--- src/rtl/interp_segment_finder_pkg.sv ---
// Shared types for the interpolation front end: FSM states, result status codes,
// format defaults and table-entry field helpers.
package interp_pkg;

  localparam int DATA_WIDTH_DEF = 128;
  localparam int ADDR_WIDTH_DEF = 6;
  localparam int FRAC_BITS_DEF  = 33;

  typedef enum logic [2:0] {
    IDLE  = 3'd0,
    ISSUE = 3'd1,
    CHECK = 3'd2,
    START = 3'd3,
    WAIT  = 3'd4,
    OUT   = 3'd5
  } state_e;

  typedef enum logic [1:0] {
    ST_INTERP   = 2'd0,
    ST_CLAMP_LO = 2'd1,
    ST_CLAMP_HI = 2'd2,
    ST_HIT      = 2'd3
  } status_e;

  // A table entry packs {x, y}, abscissa in the upper half.
  function automatic logic [63:0] entry_x(input logic [DATA_WIDTH_DEF-1:0] e);
    return e[DATA_WIDTH_DEF-1:64];
  endfunction

  function automatic logic [63:0] entry_y(input logic [DATA_WIDTH_DEF-1:0] e);
    return e[63:0];
  endfunction

endpackage

--- src/rtl/interp_segment_finder_if.sv ---
// Bundle of the finder's query, table-memory, interpolator and result ports.
// Handshakes: query and result transfer on a cycle where valid && ready are both high;
// valid, once raised, holds with stable payload until ready; mem_rdata follows mem_rd by
// one cycle; interp_result is meaningful only while interp_done is high.
interface interp_segment_finder_if #(
  parameter int DATA_WIDTH = 128,
  parameter int ADDR_WIDTH = 6
);
  logic                  query_valid;
  logic                  query_ready;
  logic [63:0]           query_x;
  logic [ADDR_WIDTH:0]   tbl_len;
  logic                  mem_rd;
  logic [ADDR_WIDTH-1:0] mem_addr;
  logic [DATA_WIDTH-1:0] mem_rdata;
  logic                  interp_start;
  logic [63:0]           interp_x;
  logic [DATA_WIDTH-1:0] interp_x0;
  logic [DATA_WIDTH-1:0] interp_x1;
  logic                  interp_done;
  logic [DATA_WIDTH-1:0] interp_result;
  logic                  res_valid;
  logic                  res_ready;
  logic [DATA_WIDTH-1:0] res_data;
  logic [1:0]            res_status;

  // master: the segment finder itself (it masters the table memory and the interpolator).
  modport master (
    input  query_valid, query_x, tbl_len, mem_rdata, interp_done, interp_result, res_ready,
    output query_ready, mem_rd, mem_addr, interp_start, interp_x, interp_x0, interp_x1,
           res_valid, res_data, res_status
  );

  // slave: the surrounding environment (query source, memory, interpolator, consumer).
  modport slave (
    output query_valid, query_x, tbl_len, mem_rdata, interp_done, interp_result, res_ready,
    input  query_ready, mem_rd, mem_addr, interp_start, interp_x, interp_x0, interp_x1,
           res_valid, res_data, res_status
  );
endinterface

--- src/rtl/interp_segment_finder.sv ---
// Linear scan of a sorted breakpoint table to find the segment bracketing a query x;
// hits and out-of-range queries are answered directly, others go through the interpolator.
module interp_segment_finder
  import interp_pkg::*;
#(
  parameter int DATA_WIDTH = DATA_WIDTH_DEF,
  parameter int ADDR_WIDTH = ADDR_WIDTH_DEF,
  parameter int FRAC_BITS  = FRAC_BITS_DEF
) (
  input  logic                    clk,
  input  logic                    reset_n,
  interp_segment_finder_if.master bus,
  output state_e                  dbg_state_o
);

  state_e                state_q, state_d;
  logic [63:0]           x_q, x_d;
  logic [ADDR_WIDTH:0]   len_q, len_d;
  logic [ADDR_WIDTH-1:0] idx_q, idx_d;
  logic [DATA_WIDTH-1:0] prev_q, prev_d;
  logic [63:0]           ix_q, ix_d;
  logic [DATA_WIDTH-1:0] x0_q, x0_d;
  logic [DATA_WIDTH-1:0] x1_q, x1_d;
  logic [DATA_WIDTH-1:0] res_data_q, res_data_d;
  status_e               res_status_q, res_status_d;

  logic [DATA_WIDTH-1:0] cur;
  logic [63:0]           cur_x;
  logic [DATA_WIDTH-1:0] cur_y_sh;
  logic                  last_entry;

  assign cur        = bus.mem_rdata;
  assign cur_x      = entry_x(cur);
  assign cur_y_sh   = DATA_WIDTH'(entry_y(cur)) << FRAC_BITS;
  assign last_entry = ({1'b0, idx_q} == (len_q - (ADDR_WIDTH+1)'(1)));

  always_ff @(posedge clk or negedge reset_n) begin
    if (!reset_n) begin
      state_q      <= IDLE;
      x_q          <= '0;
      len_q        <= '0;
      idx_q        <= '0;
      prev_q       <= '0;
      ix_q         <= '0;
      x0_q         <= '0;
      x1_q         <= '0;
      res_data_q   <= '0;
      res_status_q <= ST_INTERP;
    end else begin
      state_q      <= state_d;
      x_q          <= x_d;
      len_q        <= len_d;
      idx_q        <= idx_d;
      prev_q       <= prev_d;
      ix_q         <= ix_d;
      x0_q         <= x0_d;
      x1_q         <= x1_d;
      res_data_q   <= res_data_d;
      res_status_q <= res_status_d;
    end
  end

  always_comb begin
    state_d      = state_q;
    x_d          = x_q;
    len_d        = len_q;
    idx_d        = idx_q;
    prev_d       = prev_q;
    ix_d         = ix_q;
    x0_d         = x0_q;
    x1_d         = x1_q;
    res_data_d   = res_data_q;
    res_status_d = res_status_q;

    unique case (state_q)
      IDLE: begin
        if (bus.query_valid) begin
          x_d   = bus.query_x;
          len_d = bus.tbl_len;
          idx_d = '0;
          if (bus.tbl_len == '0) begin
            res_data_d   = '0;
            res_status_d = ST_CLAMP_LO;
            state_d      = OUT;
          end else begin
            state_d = ISSUE;
          end
        end
      end
      ISSUE: state_d = CHECK;
      CHECK: begin
        if (cur_x == x_q) begin
          res_data_d   = cur_y_sh;
          res_status_d = ST_HIT;
          state_d      = OUT;
        end else if (cur_x > x_q) begin
          if (idx_q == '0) begin
            res_data_d   = cur_y_sh;
            res_status_d = ST_CLAMP_LO;
            state_d      = OUT;
          end else begin
            ix_d    = x_q;
            x0_d    = prev_q;
            x1_d    = cur;
            state_d = START;
          end
        end else if (last_entry) begin
          // Reaching the last entry below x ends the scan, so even an unsorted table terminates.
          res_data_d   = cur_y_sh;
          res_status_d = ST_CLAMP_HI;
          state_d      = OUT;
        end else begin
          prev_d  = cur;
          idx_d   = idx_q + ADDR_WIDTH'(1);
          state_d = ISSUE;
        end
      end
      START: state_d = WAIT;
      WAIT: begin
        if (bus.interp_done) begin
          res_data_d   = bus.interp_result;
          res_status_d = ST_INTERP;
          state_d      = OUT;
        end
      end
      OUT: begin
        if (bus.res_ready) state_d = IDLE;
      end
      default: state_d = IDLE;
    endcase
  end

  // query_ready is gated by reset_n so it reads low for the whole reset interval.
  assign bus.query_ready  = reset_n && (state_q == IDLE);
  assign bus.mem_rd       = (state_q == ISSUE);
  assign bus.mem_addr     = idx_q;
  assign bus.interp_start = (state_q == START);
  assign bus.interp_x     = ix_q;
  assign bus.interp_x0    = x0_q;
  assign bus.interp_x1    = x1_q;
  assign bus.res_valid    = (state_q == OUT);
  assign bus.res_data     = res_data_q;
  assign bus.res_status   = res_status_q;
  assign dbg_state_o      = state_q;

endmodule

--- src/flat_wrapper.sv ---
// flat-port wrapper written by rule: the top's interface ports become plain ports
module interp_segment_finder_flat import interp_pkg::*;
#(
  parameter int DATA_WIDTH = DATA_WIDTH_DEF,
  parameter int ADDR_WIDTH = ADDR_WIDTH_DEF,
  parameter int FRAC_BITS  = FRAC_BITS_DEF
)
  (clk, reset_n, dbg_state_o, bus_query_valid, bus_query_x, bus_tbl_len, bus_mem_rdata, bus_interp_done, bus_interp_result, bus_res_ready, bus_query_ready, bus_mem_rd, bus_mem_addr, bus_interp_start, bus_interp_x, bus_interp_x0, bus_interp_x1, bus_res_valid, bus_res_data, bus_res_status);
  interp_segment_finder_if #(.DATA_WIDTH(DATA_WIDTH), .ADDR_WIDTH(ADDR_WIDTH)) bus_i ();
  input  logic clk;
  input  logic reset_n;
  output state_e dbg_state_o;
  input wire logic [$bits(bus_i.query_valid)-1:0] bus_query_valid;
  input wire logic [$bits(bus_i.query_x)-1:0] bus_query_x;
  input wire logic [$bits(bus_i.tbl_len)-1:0] bus_tbl_len;
  input wire logic [$bits(bus_i.mem_rdata)-1:0] bus_mem_rdata;
  input wire logic [$bits(bus_i.interp_done)-1:0] bus_interp_done;
  input wire logic [$bits(bus_i.interp_result)-1:0] bus_interp_result;
  input wire logic [$bits(bus_i.res_ready)-1:0] bus_res_ready;
  output wire logic [$bits(bus_i.query_ready)-1:0] bus_query_ready;
  output wire logic [$bits(bus_i.mem_rd)-1:0] bus_mem_rd;
  output wire logic [$bits(bus_i.mem_addr)-1:0] bus_mem_addr;
  output wire logic [$bits(bus_i.interp_start)-1:0] bus_interp_start;
  output wire logic [$bits(bus_i.interp_x)-1:0] bus_interp_x;
  output wire logic [$bits(bus_i.interp_x0)-1:0] bus_interp_x0;
  output wire logic [$bits(bus_i.interp_x1)-1:0] bus_interp_x1;
  output wire logic [$bits(bus_i.res_valid)-1:0] bus_res_valid;
  output wire logic [$bits(bus_i.res_data)-1:0] bus_res_data;
  output wire logic [$bits(bus_i.res_status)-1:0] bus_res_status;
  assign bus_i.query_valid = bus_query_valid;
  assign bus_i.query_x = bus_query_x;
  assign bus_i.tbl_len = bus_tbl_len;
  assign bus_i.mem_rdata = bus_mem_rdata;
  assign bus_i.interp_done = bus_interp_done;
  assign bus_i.interp_result = bus_interp_result;
  assign bus_i.res_ready = bus_res_ready;
  assign bus_query_ready = bus_i.query_ready;
  assign bus_mem_rd = bus_i.mem_rd;
  assign bus_mem_addr = bus_i.mem_addr;
  assign bus_interp_start = bus_i.interp_start;
  assign bus_interp_x = bus_i.interp_x;
  assign bus_interp_x0 = bus_i.interp_x0;
  assign bus_interp_x1 = bus_i.interp_x1;
  assign bus_res_valid = bus_i.res_valid;
  assign bus_res_data = bus_i.res_data;
  assign bus_res_status = bus_i.res_status;
  interp_segment_finder #(.DATA_WIDTH(DATA_WIDTH), .ADDR_WIDTH(ADDR_WIDTH), .FRAC_BITS(FRAC_BITS)) u_core (.clk(clk), .reset_n(reset_n), .bus(bus_i), .dbg_state_o(dbg_state_o));
endmodule
--- config.mk ---
export PLATFORM = sky130hd
export DESIGN_NAME = interp_segment_finder_flat
export DESIGN_NICKNAME = d
export VERILOG_FILES = /design/src/rtl/interp_segment_finder_pkg.sv /design/src/rtl/interp_segment_finder_if.sv /design/src/rtl/interp_segment_finder.sv /design/src/flat_wrapper.sv
export SDC_FILE = /design/constraint.sdc
export NUM_CORES = 1
export LEC_CHECK = 0
export ABC_AREA = 1
export ABC_CLOCK_PERIOD_IN_PS = 2950
export BUFFER_PORTS_ARGS = -buffer_cell sky130_fd_sc_hd__buf_2
export CAP_MARGIN = 20
export CORE_AREA = 4 4 311 313
export DETAILED_ROUTE_END_ITERATION = 12
export DIE_AREA = 0 0 315 317
export PLACE_DENSITY_LB_ADDON = 0.25
export RECOVER_POWER = 50
export SYNTH_ARGS = -nofsm -noshare
export SYNTH_HDL_FRONTEND = slang
export SYNTH_SLANG_ARGS = --single-unit
export TNS_END_PERCENT = 1
--- constraint.sdc ---
create_clock -name clk -period 2.95 [get_ports clk]
set_input_delay 0.59 -clock clk [delete_from_list [all_inputs] [get_ports clk]]
set_output_delay 0.59 -clock clk [all_outputs]
set_load 0.005 [all_outputs]
==> Word-level counts from Yosys, hierarchy flattened <==
Index checks and enable logic that the tools add are counted.
{ "totals": {"reg_bits": 658, "out_inout_bits": 463, "wordCells": 75} }
{ "op_classes": {"add_sub_neg": 2, "magnitude_cmp": 1, "eq_ne": 16, "mux": 30, "bitwise_logic": 4, "n_reduce_logical": 12} }
{ "ops": {"columns": ["cell", "count"], "rows": [
  ["two-way mux 128 bit", 7],
  ["one-hot mux 128 bit (3 select lines)", 1],
  ["== test 64 bit", 1],
  ["> comparator 64 bit", 1],
  ["two-way mux 3 bit", 8],
  ["two-way mux 6 bit", 4],
  ["one-hot mux 3 bit (6 select lines)", 1],
  ["two-way mux 2 bit", 7],
  ["!= test 2 bit, second input constant", 6],
  ["one-hot mux 6 bit (2 select lines)", 1],
  ["AND reduction 4 bit", 2],
  ["== test 6 x 7 -> 1 bit", 1],
  ["zero test 7 bit", 1],
  ["subtractor 7 x 1 -> 7 bit, second input constant", 1],
  ["adder 6 x 1 -> 6 bit, second input constant", 1],
  ["== test 3 x 2 -> 1 bit, second input constant", 2],
  ["== test 3 bit, second input constant", 2],
  ["zero test 6 bit", 1],
  ["one-hot mux 2 bit (3 select lines)", 1],
  ["AND reduction 6 bit", 1],
  ["AND reduction 5 bit", 1],
  ["!= test 4 x 1 -> 1 bit, second input constant", 1],
  ["!= test 4 x 3 -> 1 bit, second input constant", 1],
  ["NOT 1 bit", 4],
  ["other kinds (8)", 8]
]} }

==> Logic depth before layout (Yosys ltp) <==
{ "depth": {"depth_word": 6, "depth_mapped": 22, "mapped_depth_nobuf": 20} }

==> Worst setup path before layout <==
Ideal clock, no wire load.
{ "synth_path": {"path_type": "in2reg", "startpoint": "input bus_mem_rdata[119]", "endpoint": "register u_core.ix_q[55], in the netlist u_core.bus.interp_x[55]", "setup_time_ns": 0.131, "arrival_time_ns": 2.299, "required_ns": 2.819, "slack_ns": 0.520, "cell_stages": 14, "path_buffers": 3, "cell_sequence": "ha_1 nand2_1 nor2_1 nand4_1 nor2_1 and3_1 nand2_1 nand2_2 nand4_2 buf_6 buf_2 buf_2 nand2_1 o21ai_0"} }
{ "synth_between": {"elab_chain_cells": 3, "elab_cells_between_ends": 4, "cone_classes": "1 x order compare; 1 x eq/ne; 1 x bitwise; 1 x reduce/logical"} }
{ "synth_lines": {"columns": ["item", "line", "rtl"], "rows": [
  ["from (decl)", "flat_wrapper.sv:16", "input wire logic [$bits(bus_i.mem_rdata)-1:0] bus_mem_rdata;"],
  ["parallel branches: the longest is 2 deep, another holds > comparator 64 bit", null, null],
  ["AND reduction 4 bit (no line) (*)", null, null],
  ["to (signal assigned)", "interp_segment_finder.sv:55", "ix_q <= ix_d;"],
  ["to (decl)", "interp_segment_finder.sv:21", "logic [63:0] ix_q, ix_d;"]
]} }
Every way passes the cells marked *.
A chain may end at the register's enable or synchronous reset.

==> Worst setup path in the final report <==
{ "layout_path": {"startpoint": "register u_core.x_q[41]", "endpoint": "register u_core.res_data_q[38], in the netlist u_core.bus.res_data[38]"} }
{ "layout_between": {"elab_chain_cells": 4, "elab_cells_between_ends": 8, "cone_classes": "1 x order compare; 3 x eq/ne; 3 x mux; 1 x reduce/logical"} }
{ "layout_lines": {"columns": ["item", "line", "rtl"], "rows": [
  ["from (decl)", "interp_segment_finder.sv:17", "logic [63:0] x_q, x_d;"],
  ["from (signal assigned)", "interp_segment_finder.sv:40", "x_q <= '0;"],
  ["from (signal assigned)", "interp_segment_finder.sv:51", "x_q <= x_d;"],
  ["> comparator 64 bit", "interp_segment_finder.sv:96", "end else if (cur_x > x_q) begin"],
  ["two-way mux 128 bit", "interp_segment_finder.sv:96", null],
  ["two-way mux 128 bit", "interp_segment_finder.sv:92", "if (cur_x == x_q) begin"],
  ["one-hot mux 128 bit (3 select lines)", "interp_segment_finder.sv:75", "unique case (state_q)"],
  ["to (signal assigned)", "interp_segment_finder.sv:58", "res_data_q <= res_data_d;"],
  ["to (decl)", "interp_segment_finder.sv:24", "logic [DATA_WIDTH-1:0] res_data_q, res_data_d;"]
]} }
Parallel ways exist; a longest one is shown, timed or not.

==> flow_metrics.tcl <==
set metrics [dict create \
    crit_arrival_ps 3330 \
    place_ws_ps -394.5 \
    grt.overflow.total 0 \
    timing.fmax_ghz 0.3598 \
    ctsLongestPathBuffers 3 \
    syn_area_um2 27690 \
    synth-edff-count 0 \
    path_clk_slew_ps 60 \
    min_period_over_period 0.9422 \
    synth_ff_type "dfrtp_1" \
    cap_viol_max_count 2 \
    status "complete, but fails checks" \
    violations "capacitance limit, slew limit" \
    reg2reg_setup_slack_ps 170 \
    ioPinCount 795 \
    synthDistinctLibCells 35 \
    ys_seq_area_frac 0.5947 \
    clock_latency_ps 650 \
    grt_max_degree 147 \
    cts_sinks 658 \
    maxUsedRoutingLayer "met5" \
    via_per_inst 4.533 \
    slew_violations 204 \
    core-area_um2 94300 \
    hpwlAfterDp_mm 75.92 \
    synth_top_family_by_area "simple AND/OR/NAND/NOR gates" \
    numPortBuffers 794 \
    synth.most_common_cell "nand2_1" \
    avgSynthCellArea_um2 8.888 \
    synth_area_leaders "dfrtp_1 (59%), nand2_1 (18%), o21ai_0 (3.3%), ha_1 (3.0%), nand3_1 (2.7%)" \
    synth_adder_area_share 0.03028 \
    worstPathRequired_ps 3500 \
    cts_root_buffer "clkbuf_16" \
    crit_path_end_kind "register" \
    nFillCells 9822 \
    wl_met3_mm 6.544 \
    postRouteAntennaNets 0 \
    cp_max_fo 6 \
    routed_wl_mm 106.2 \
    wl_per_cell_um 19.84 \
    met2_length_mm 51.38 \
    synth_top_area_frac 0.5947 \
    grt_pass1_wl_mm 151.4 \
    synth_compound_area_frac 0.06865 \
    grt_util_all_layers 0.1987 \
    fin_ws_ps 170.4 \
    setup-violations-final 0 \
    synth-simple-area-share 0.2393 \
    yosys-top-cells-count "nand2_1 (1309), dfrtp_1 (658), o21ai_0 (180)" \
    synth_nets 3514 \
    post-route-drc-count 0 \
    start_kind "register" \
    vias 24270 \
    dieArea_um2 99860 \
    synthCells 3115 \
    grt_pass1_vias 23700 \
    h-tree-depth 3 \
    synth_top_cell_by_area "dfrtp_1" \
    synth.area.mux_share 0.0008135 \
    irDropWorstVdd_mv 0.6121 \
    timing.slew.headroom -0.1615 \
    worstSetupPathType "reg2reg" \
    finalHoldViolations 0 \
    yosysWarningCount 0 \
    min_period_ps 2780 \
    synthArstFlopShare 1.000 \
    antenna_found_initial 13 \
    cts_tree "yes" \
    ys_ff_latch 658 \
    wl_met1_mm 44.96 \
    fin_nets 4417 \
    gp_congestion 0.8854 \
    num_rows 113 \
    drt_iter0_markers 1786 \
    synth_xor_area_frac 0.003480 \
    p_total_mw 36.57 \
    total_leakage_power_nw 19.99 \
    die_h_um 317 \
    drive_above_1_share 0.2180 \
    worst_pin_slew_ps 1742 \
    start_util 0.2936 \
    skew_ps 35.87 \
    hold_class "in2reg" \
    die_w_um 315 \
    first_pass_iters 5 \
    syn_to_final_growth_pct 32.79 \
    powerDensity_nw_per_um2 994.9 \
    cts_buffers 77 \
]
[kinds of logic (layout without fill, tap and decap cells)]
family,after synthesis,after routing
flops,658,658
mux,2,2
simple gates,1650,1650
compound gates,375,375
other cells,0,10
xor+xnor,11,11
fa+ha+maj,67,67
buf+inv,352,1315
[power breakdown]
| part | total [mW] | internal, mW | switching, mW |
|---|---|---|---|
| Clock | 9.47 | 5.57 | 3.90 |
| Sequential | 14.5 | 12.6 | 1.92 |
| Combinational | 12.6 | 4.84 | 7.78 |
[path summary, 6_finish.rpt]
kind                                                  end                   start  cells past startpoint
worst min register to register   u_core.bus.interp_x0[11]       u_core.prev_q[11]                      2
max in group asynchronous         u_core.bus.interp_x[58]                 reset_n                      3
worst max-delay path              u_core.bus.res_data[38]          u_core.x_q[41]                     15
worst max register to register    u_core.bus.res_data[38]          u_core.x_q[41]                     15
worst min-delay path             u_core.bus.res_data[119]  bus_interp_result[119]                      3
min in group asynchronous       u_core.bus.interp_x1[104]                 reset_n                      2
[what timing repair did]
action	in CTS	in global routing
pin swaps	0	12
setup buffers	0	10
setup endpoints to repair	102	573
hold buffers	1	0
gates resized for setup	3	38
cloned	0	7
hold endpoints to repair	23	0
[metal layers]
metal | vias to the layer above | global-route usage
li1 | 11750 | -
met1 | 11680 | 0.2571
met2 | 699 | 0.3274
met3 | 139 | 0.04484
met4 | 2 | 0.07192
met5 | - | 0
[critical path, cell delays in order, from the launching register on]
cell and delay (ps):
dfrtp_1 360, inv_1 90, ha_1 260, a21oi_1 200, o21ai_1 110, a21oi_2 200
nand2_1 90, a21oi_2 220, buf_4 170, nand2_4 60, nand4_4 160, buf_12 160
buf_12 140, buf_4 140, nand4_1 190, nand2_1 130
[cells in the final DEF, fill, tap and decap left out, drive strengths merged, types with 4 or more instances in the layout]
master,netlist,layout
inv,167,172
dfrtp,658,658
buf,121,719
o21ai,270,270
nand4,74,74
nor3,7,7
diode,0,10
xor2,7,7
nand3,149,149
nor2,102,102
clkinv,1,16
xnor2,4,4
a21oi,97,97
nand2,1312,1312
clkbuf,63,403
ha,67,67
[per-stage QoR]
step | hold WS [ps] | setup TNS (ps) | util | instances | cell area (µm²)
after global routing | 141.0 | -8.848 | 0.3898 | 5351 | 36760
final | 175.0 | 0 | 0.3898 | 5353 | 36760
after global placement | 445.7 | -153620 | 0.3627 | 5185 | 34210
after floorplan | 294.4 | 0 | - | 3115 | 27690
after detailed placement | 449.0 | -160160 | 0.3627 | 5185 | 34210
after CTS | 112.5 | -0.4732 | 0.3894 | 5325 | 36720
[registers in the layout, summed over array words and instances, names as in the netlist]
register,cells
u_core.bus.res_data,128
u_core.bus.interp_x1,128
u_core.x_q,64
u_core.bus.mem_addr,6
u_core.bus.interp_x0,128
u_core.prev_q,128
u_core.dbg_state_o,3
u_core.bus.interp_x,64
u_core.len_q,7
u_core.bus.res_status,2
[area by class of cell]
class	count	area [µm²]	share of cell area
diodes	10	25.02	0.0006807
clock buffers	116	2265	0.06160
clock inverters	23	226.5	0.006160
inverters	168	656.9	0.01787
multi-input cells	2105	9630	0.2620
flip-flops and latches	658	16470	0.4479
well taps	1265	1583	0.04305
repair buffers	1007	5899	0.1605
repair inverters	1	11.26	0.0003063
Note: power is estimated with default switching activity, not from simulation.
